**src/rtl/slt_compare_unit.sv**
```systemverilog
// Byte-serial set-less-than comparator: 4-cycle compare, registered LT/EQ/GT.
// Optional SLT_UNSIGNED_EN adds the is_unsigned port (sltu); default is signed-only.
module slt_compare_unit (
  input  logic        clk,
  input  logic        reset,
  input  logic        start,
  input  logic [31:0] A,
  input  logic [31:0] B,
`ifdef SLT_UNSIGNED_EN
  input  logic        is_unsigned,
`endif
  output logic        LT,
  output logic        EQ,
  output logic        GT,
  output logic        busy,
  output logic        done
);

  // state | meaning
  // IDLE  | waiting for start, results held
  // CMP   | one byte per cycle, byte 3 down to byte 0
  // DONE  | one-cycle completion, done high
  typedef enum logic [1:0] {IDLE, CMP, DONE} state_t;

  state_t      state_q, state_d;
  logic [31:0] a_q, a_d, b_q, b_d;
  logic [1:0]  idx_q, idx_d;
  logic        decided_q, decided_d;
  logic        dlt_q, dlt_d;
  logic        lt_q, lt_d, eq_q, eq_d, gt_q, gt_d;
  logic        signed_cmp;
  logic [7:0]  a_byte, b_byte;

`ifdef SLT_UNSIGNED_EN
  logic        uns_q, uns_d;
  assign signed_cmp = ~uns_q;
`else
  assign signed_cmp = 1'b1;
`endif

  // Signed compare is an unsigned compare with both sign bits inverted.
  always_comb begin
    case (idx_q)
      2'd3:    begin a_byte = a_q[31:24]; b_byte = b_q[31:24]; end
      2'd2:    begin a_byte = a_q[23:16]; b_byte = b_q[23:16]; end
      2'd1:    begin a_byte = a_q[15:8];  b_byte = b_q[15:8];  end
      default: begin a_byte = a_q[7:0];   b_byte = b_q[7:0];   end
    endcase
    if (signed_cmp && (idx_q == 2'd3)) begin
      a_byte[7] = ~a_byte[7];
      b_byte[7] = ~b_byte[7];
    end
  end

  always_comb begin
    state_d   = state_q;
    a_d       = a_q;
    b_d       = b_q;
    idx_d     = idx_q;
    decided_d = decided_q;
    dlt_d     = dlt_q;
    lt_d      = lt_q;
    eq_d      = eq_q;
    gt_d      = gt_q;
`ifdef SLT_UNSIGNED_EN
    uns_d     = uns_q;
`endif
    case (state_q)
      IDLE: begin
        if (start) begin
          a_d       = A;
          b_d       = B;
          idx_d     = 2'd3;
          decided_d = 1'b0;
          dlt_d     = 1'b0;
`ifdef SLT_UNSIGNED_EN
          uns_d     = is_unsigned;
`endif
          state_d   = CMP;
        end
      end
      CMP: begin
        if (!decided_q && (a_byte != b_byte)) begin
          decided_d = 1'b1;
          dlt_d     = (a_byte < b_byte);
        end
        idx_d = idx_q - 2'd1;
        if (idx_q == 2'd0) begin
          lt_d    = decided_d & dlt_d;
          gt_d    = decided_d & ~dlt_d;
          eq_d    = ~decided_d;
          state_d = DONE;
        end
      end
      DONE:    state_d = IDLE;
      default: state_d = IDLE;
    endcase
  end

  always_ff @(posedge clk) begin
    if (reset) begin
      state_q   <= IDLE;
      a_q       <= '0;
      b_q       <= '0;
      idx_q     <= '0;
      decided_q <= 1'b0;
      dlt_q     <= 1'b0;
      lt_q      <= 1'b0;
      eq_q      <= 1'b0;
      gt_q      <= 1'b0;
`ifdef SLT_UNSIGNED_EN
      uns_q     <= 1'b0;
`endif
    end else begin
      state_q   <= state_d;
      a_q       <= a_d;
      b_q       <= b_d;
      idx_q     <= idx_d;
      decided_q <= decided_d;
      dlt_q     <= dlt_d;
      lt_q      <= lt_d;
      eq_q      <= eq_d;
      gt_q      <= gt_d;
`ifdef SLT_UNSIGNED_EN
      uns_q     <= uns_d;
`endif
    end
  end

  assign LT   = lt_q;
  assign EQ   = eq_q;
  assign GT   = gt_q;
  assign busy = (state_q != IDLE);
  assign done = (state_q == DONE);

endmodule

```
**config.mk**
```make
export PLATFORM = sky130hd
export DESIGN_NAME = slt_compare_unit
export DESIGN_NICKNAME = d
export VERILOG_FILES = /design/src/rtl/slt_compare_unit.sv
export SDC_FILE = /design/constraint.sdc
export NUM_CORES = 1
export LEC_CHECK = 0
export ABC_AREA = 1
export CAP_MARGIN = 30
export CORE_MARGIN = 5
export CORE_UTILIZATION = 40
export DETAILED_ROUTE_END_ITERATION = 16
export PLACE_DENSITY = 0.76
export SLEW_MARGIN = 20
export SYNTH_ARGS = -nofsm -noshare
export SYNTH_HDL_FRONTEND = slang
export SYNTH_SLANG_ARGS = --single-unit
```
**constraint.sdc**
```tcl
create_clock -name clk -period 2 [get_ports clk]
set_input_delay 0.4 -clock clk [delete_from_list [all_inputs] [get_ports clk]]
set_output_delay 0.4 -clock clk [all_outputs]
set_load 0.02 [all_outputs]
```
[Word level (Yosys, flattened, before mapping)]
Cells that the tools add are included.
Word-level totals
  output and inout port bits: 5
  bits in registers: 73
  logic and storage cells: 51
  bits of input ports: 67
Cells by class
  add/subtract/negate cells: 1
  order comparisons: 1
  mux-type cells: 16
  reduce and logical (&&, ||, !) cells: 10
  equality and inequality tests: 8
  bitwise operators: 6
Operators with widths (number)
  8-bit case mux with 3 select lines: 2
  8-bit less-than comparator: 1
  8-bit != test: 1
  2-bit case mux with 2 select lines: 2
  2-bit AND reduction: 4
  1-bit two-way mux: 7
  2-bit == test (second input constant): 3
  2-bit two-way mux: 3
  2-bit by 1-bit == test with 1-bit output (second input constant): 2
  2-bit logical NOT: 2
  2-bit != test (second input constant): 2
  1-bit inverter: 4
  1-bit case mux with 2 select lines: 2
  2-bit nonzero test: 2
  1-bit AND: 2
  2-bit by 1-bit subtractor with 2-bit output (second input constant): 1
  1-bit logical AND: 1
  1-bit logical NOT: 1

[Depth between registers and ports, before layout]
  word-level depth: 10
  depth in mapped cells: 18
  gate-level depth less buffers: 16

[Worst setup path after synthesis]
No wires, ideal clock.
  path kind: register to register
  from: register idx_q[0]
  to: register dlt_q
  required time: 1.868 ns
  period minus slack after synthesis: 2.140 ns
  setup slack: -0.140 ns
  path buffers: 1
  setup time: 0.132 ns
  stages on the path, launching flop included: 18
  arrival time: 2.007 ns
  path through: dfxtp_1 -> inv_1 -> ha_1 -> buf_4 -> inv_2 -> o21ai_0 -> o22ai_1 -> xor2_1 -> ha_1 -> nand2_1 -> nor2_1 -> nand2_1 -> nand2_1 -> nor2_1 -> nand2_1 -> nand2_1 -> nand2_1 -> a21oi_1
On the way
  cells in the longest elaborated chain, start to end: 9
  elaborated cells between the ends (all ways): 15
  those cells by class: 1 x order compare; 4 x eq/ne; 7 x mux; 2 x bitwise; 1 x reduce/logical
Ends and longest elaborated chain
  start, declared: RTL line 27  | logic [1:0] idx_q, idx_d;
  start signal, assigned: RTL line 118  | idx_q <= idx_d;
  parallel branches: the longest is 6 deep, another holds 8-bit less-than comparator
  1-bit two-way mux *: RTL line 83  | if (!decided_q && (a_byte != b_byte)) begin
  1-bit two-way mux *: RTL line 68  | case (state_q)
  1-bit case mux with 2 select lines *: RTL line 68
  end signal, assigned: RTL line 120  | dlt_q <= dlt_d;
  end, declared: RTL line 29  | logic dlt_q, dlt_d;
Every way passes the cells marked *. The select of a mux whose other input is x is not followed.
A chain may end at the register's enable or synchronous reset.

[Worst setup path in the final report]
  from: register idx_q[1]
  to: register lt_q (netlist: LT)
On the way
  cells in the longest elaborated chain, start to end: 9
  elaborated cells between the ends (all ways): 19
  those cells by class: 1 x order compare; 4 x eq/ne; 8 x mux; 3 x bitwise; 3 x reduce/logical
Ends and longest elaborated chain
  parallel branches: the longest is 9 deep, another holds 8-bit less-than comparator
  end signal, assigned: RTL line 121  | lt_q <= lt_d;
  end, declared: RTL line 30  | logic lt_q, lt_d, eq_q, eq_d, gt_q, gt_d;
Several ways; the timed one is not identified. The select of a mux whose other input is x is not followed.

==> impl_metrics.py <==
metrics = {
    "routing": {
        "vias": 3128,
        "route.detailed.drc": 0,
        "avgRoutedWirePerCell_um": 13.46,
        "top_layer_used": "met4",
        "wl_mm": 8.480,
        "dr_wl_met3_um": 448,
        "drt_iter0_markers": 194,
        "firstDrtPassIters": 5,
        "wl_met1_mm": 3.785,
        "wl_met2_mm": 4.128,
        "ant_nets": 0,
        "viasPerCell": 4.965,
    },
    "grt": {
        "grt_max_degree": 49,
        "overflow": 0,
        "grt_use_total_pct": 17.90,
        "antenna_found_initial": 0,
        "grt_pass1_wl_mm": 14.32,
        "grt_pass1_vias": 3041,
    },
    "job": {
        "drv_cap": 0,
    },
    "die": {
        "start_util_pct": 40.34,
        "io_pins": 72,
        "fp.coreArea_um2": 8093,
        "rows": 33,
        "die_w_um": 100.3,
        "dieArea_um2": 10070,
        "die_h_um": 100.3,
    },
    "worst_setup_path": {
        "path_class": "reg2reg",
        "path_delay_family": "simple AND/OR/NAND/NOR gates",
        "cpMostUsedCell": "nand2_1",
        "cp.arrival_ps": 2440,
        "crit_path_end_kind": "flip-flop",
        "cp_slowest_cell": "dfxtp_4",
        "reg2reg_from": "idx_q[1]$_SDFFE_PP0P_",
        "max_stage_delay_ps": 410,
        "critPathBufInv": 2,
        "worstPathRequired_ps": 2280,
        "cp_max_fo": 7,
        "crit_chain": "inv_6 -> ha_4 -> buf_6 -> a22o_1 -> o22ai_2 -> ha_1 -> nand2_1 -> nor2_4 -> nand2_1 -> nand2_1 -> nor2_1 -> nand2_1 -> nand2_2 -> nand2_1 -> a21oi_2",
        "rr_worst_depth": 15,
        "crit_cells": 15,
        "critPathLaunchType": "flip-flop",
        "worst_r2r_endpoint": "LT$_SDFFE_PP0P_",
        "ff2ff_setup_slack_ps": -160,
    },
    "finish": {
        "syn_to_final_growth_pct": 39.48,
        "nets": 599,
        "drive_gt1_share_pct": 13.33,
        "fillers": 741,
        "layout.cells.non_filler": 630,
        "utilization_pct": 56.26,
        "antenna_cells": 0,
    },
    "sta": {
        "slew_headroom_pct": 57.94,
        "timing.fmax_ghz": 0.4632,
        "drv_slew": 0,
        "holdWs_ps": 467.3,
        "hold_viol_final": 0,
        "setup_viol": 4,
        "rsz0062_at_grt": "true",
        "layout_setup_ws_ps": -158.9,
        "worst_pin_slew_ps": 630.9,
        "fin_setup_tns_ps": -475.5,
        "layout_worst_path_cycle_share_pct": 107.9,
        "fin_crit_ps": 2159,
        "skew_ps": 7.253,
    },
    "logic_synthesis": {
        "synth_top_area_share_pct": 44.77,
        "yosysUniqueCellTypes": 26,
        "synthCells": 446,
        "netlist_area_um2": 3264,
        "ys_ff_latch": 73,
        "ys_top_cells_by_count": "nand2_1 (178), a21oi_1 (74), dfxtp_1 (73), nor2_1 (20), inv_1 (19)",
        "async_flop_share_pct": 0,
        "synth_top_cell_by_area": "dfxtp_1",
        "synth_edf_count": 0,
        "synth_nets": 525,
        "yosysSeqAreaShare_pct": 44.77,
        "avgSynthCellArea_um2": 7.319,
        "synth.top_cells.by_area": "dfxtp_1 (45%), nand2_1 (20%), a21oi_1 (11%)",
        "synth_most_common_cell": "nand2_1",
        "ys.flop_type": "dfxtp_1",
        "ys_warn_count": 0,
    },
    "min_path": {
        "hold_start": "b_q[24]$_SDFFE_PP0P_",
        "hold_depth": 2,
        "hold_end": "b_q[24]$_SDFFE_PP0P_",
        "hold_class": "reg2reg",
    },
    "cts": {
        "cts.sinks": 73,
        "htreeDepth": 3,
        "numCtsBuffers": 9,
        "holdBufCountCts": 0,
        "root_buffer": "clkbuf_8",
        "clkTransAtPathRegs_ps": 70,
        "cts_tree": "yes",
        "clock_path_buffers": 2,
        "clkLatencyLatePin_ps": 350,
    },
    "status": {
        "violations": "negative setup slack",
        "status": "finished with violations",
    },
    "place": {
        "portBuffers": 71,
        "dp.cells": 612,
        "finalWeightedCongestion": 0.8855,
        "hpwl_mm": 6.320,
    },
    "power": {
        "ir_worst_vdd_mv": 0.3882,
        "power_density_nw_per_um2": 887.1,
        "finalPower_uw": 4039,
        "leakage_uw": 0.001805,
    },
}
==> final cells by class <==
type	count	area, um2	share of cell area (%)
multi-input cells	324	1684	36.99
flip-flops and latches	73	1469	32.26
repair buffers	90	934.6	20.53
clock buffers	11	151.4	3.325
well taps	105	131.4	2.885
inverters	21	98.84	2.171
clock inverters	5	77.57	1.704
repair inverters	1	6.256	0.1374
==> metrics by stage <==
| stage | cell area, um2 | worst slack, ps |
|---|---|---|
| floorplan | 3293 | -18.31 |
| global placement | 4158 | -159.8 |
| detailed placement | 4158 | -201.5 |
| CTS | 4497 | -145.9 |
| global route | 4553 | -326.1 |
| finish | 4553 | -158.9 |
==> state kept, by name, indices dropped and copies added, names as in the netlist <==
register and cells:
a_q 32, b_q 32, idx_q 2, state_q 2
EQ 1, GT 1, LT 1, decided_q 1
dlt_q 1
==> worst reg2reg max path, cell delays in order (launching register included) <==
cell and delay (ps):
dfxtp_4 410, inv_6 60, ha_4 180, buf_6 130, a22o_1 260, o22ai_2 110, ha_1 250, nand2_1 110
nor2_4 50, nand2_1 50, nand2_1 60, nor2_1 80, nand2_1 90, nand2_2 80, nand2_1 70, a21oi_2 110
==> worst max path at each step <==
stage	startpoint	endpoint	slack, ps
after floorplan	idx_q[0]$_SDFFE_PP0P_	dlt_q$_SDFFE_PP0P_	-20
after global placement	idx_q[0]$_SDFFE_PP0P_	dlt_q$_SDFFE_PP0P_	-160
after detailed placement	idx_q[0]$_SDFFE_PP0P_	dlt_q$_SDFFE_PP0P_	-200
after CTS	idx_q[1]$_SDFFE_PP0P_	dlt_q$_SDFFE_PP0P_	-150
after global routing	idx_q[0]$_SDFFE_PP0P_	LT$_SDFFE_PP0P_	-330
final	idx_q[1]$_SDFFE_PP0P_	LT$_SDFFE_PP0P_	-160
==> power breakdown <==
group / total, uW / switching (uW) / leakage [uW] / internal (uW)
clock network: 1290 / 529 / 0.000115 / 766
registers: 1650 / 82.9 / 0.000601 / 1570
logic: 1090 / 572 / 0.00109 / 521
==> layout by cell type (no fill, tap or decap), types with 3 or more instances in the layout <==
cell | synthesis | layout
a211oi_1 | 5 | 5
a21oi_1 | 74 | 70
a21oi_2 | 0 | 4
a22o_1 | 7 | 7
a31oi_1 | 7 | 7
buf_12 | 0 | 6
buf_4 | 1 | 10
buf_6 | 6 | 3
clkbuf_8 | 0 | 11
clkdlybuf4s50_1 | 0 | 70
dfxtp_1 | 73 | 71
ha_1 | 12 | 8
ha_4 | 0 | 4
inv_1 | 19 | 15
nand2_1 | 178 | 175
nand2_2 | 0 | 3
nor2_1 | 20 | 18
o22ai_2 | 0 | 7
==> cell families after synthesis <==
family,count (synthesis),synth area share (%)
AND/OR/NAND/NOR,202,23.61
AO/OA/AOI/OAI,108,18.74
flip-flops,73,44.77
buffers and inverters,49,7.742
adder cells (fa/ha/maj),12,4.599
XOR/XNOR,2,0.5367
==> metal layers <==
layer  up-vias  track usage (%)
li1       1599                -
met1      1434            23.42
met2        83            28.85
met3        12            3.892
met4         0            6.839
met5         -                0
==> timing repair <==
action                     in CTS  in global routing
setup buffers                   1                  0
cloned                          1                  0
setup endpoints to repair       5                  5
resized for setup              24                 14
pin swaps                      19                 12
(Power assumes the default switching activity.)
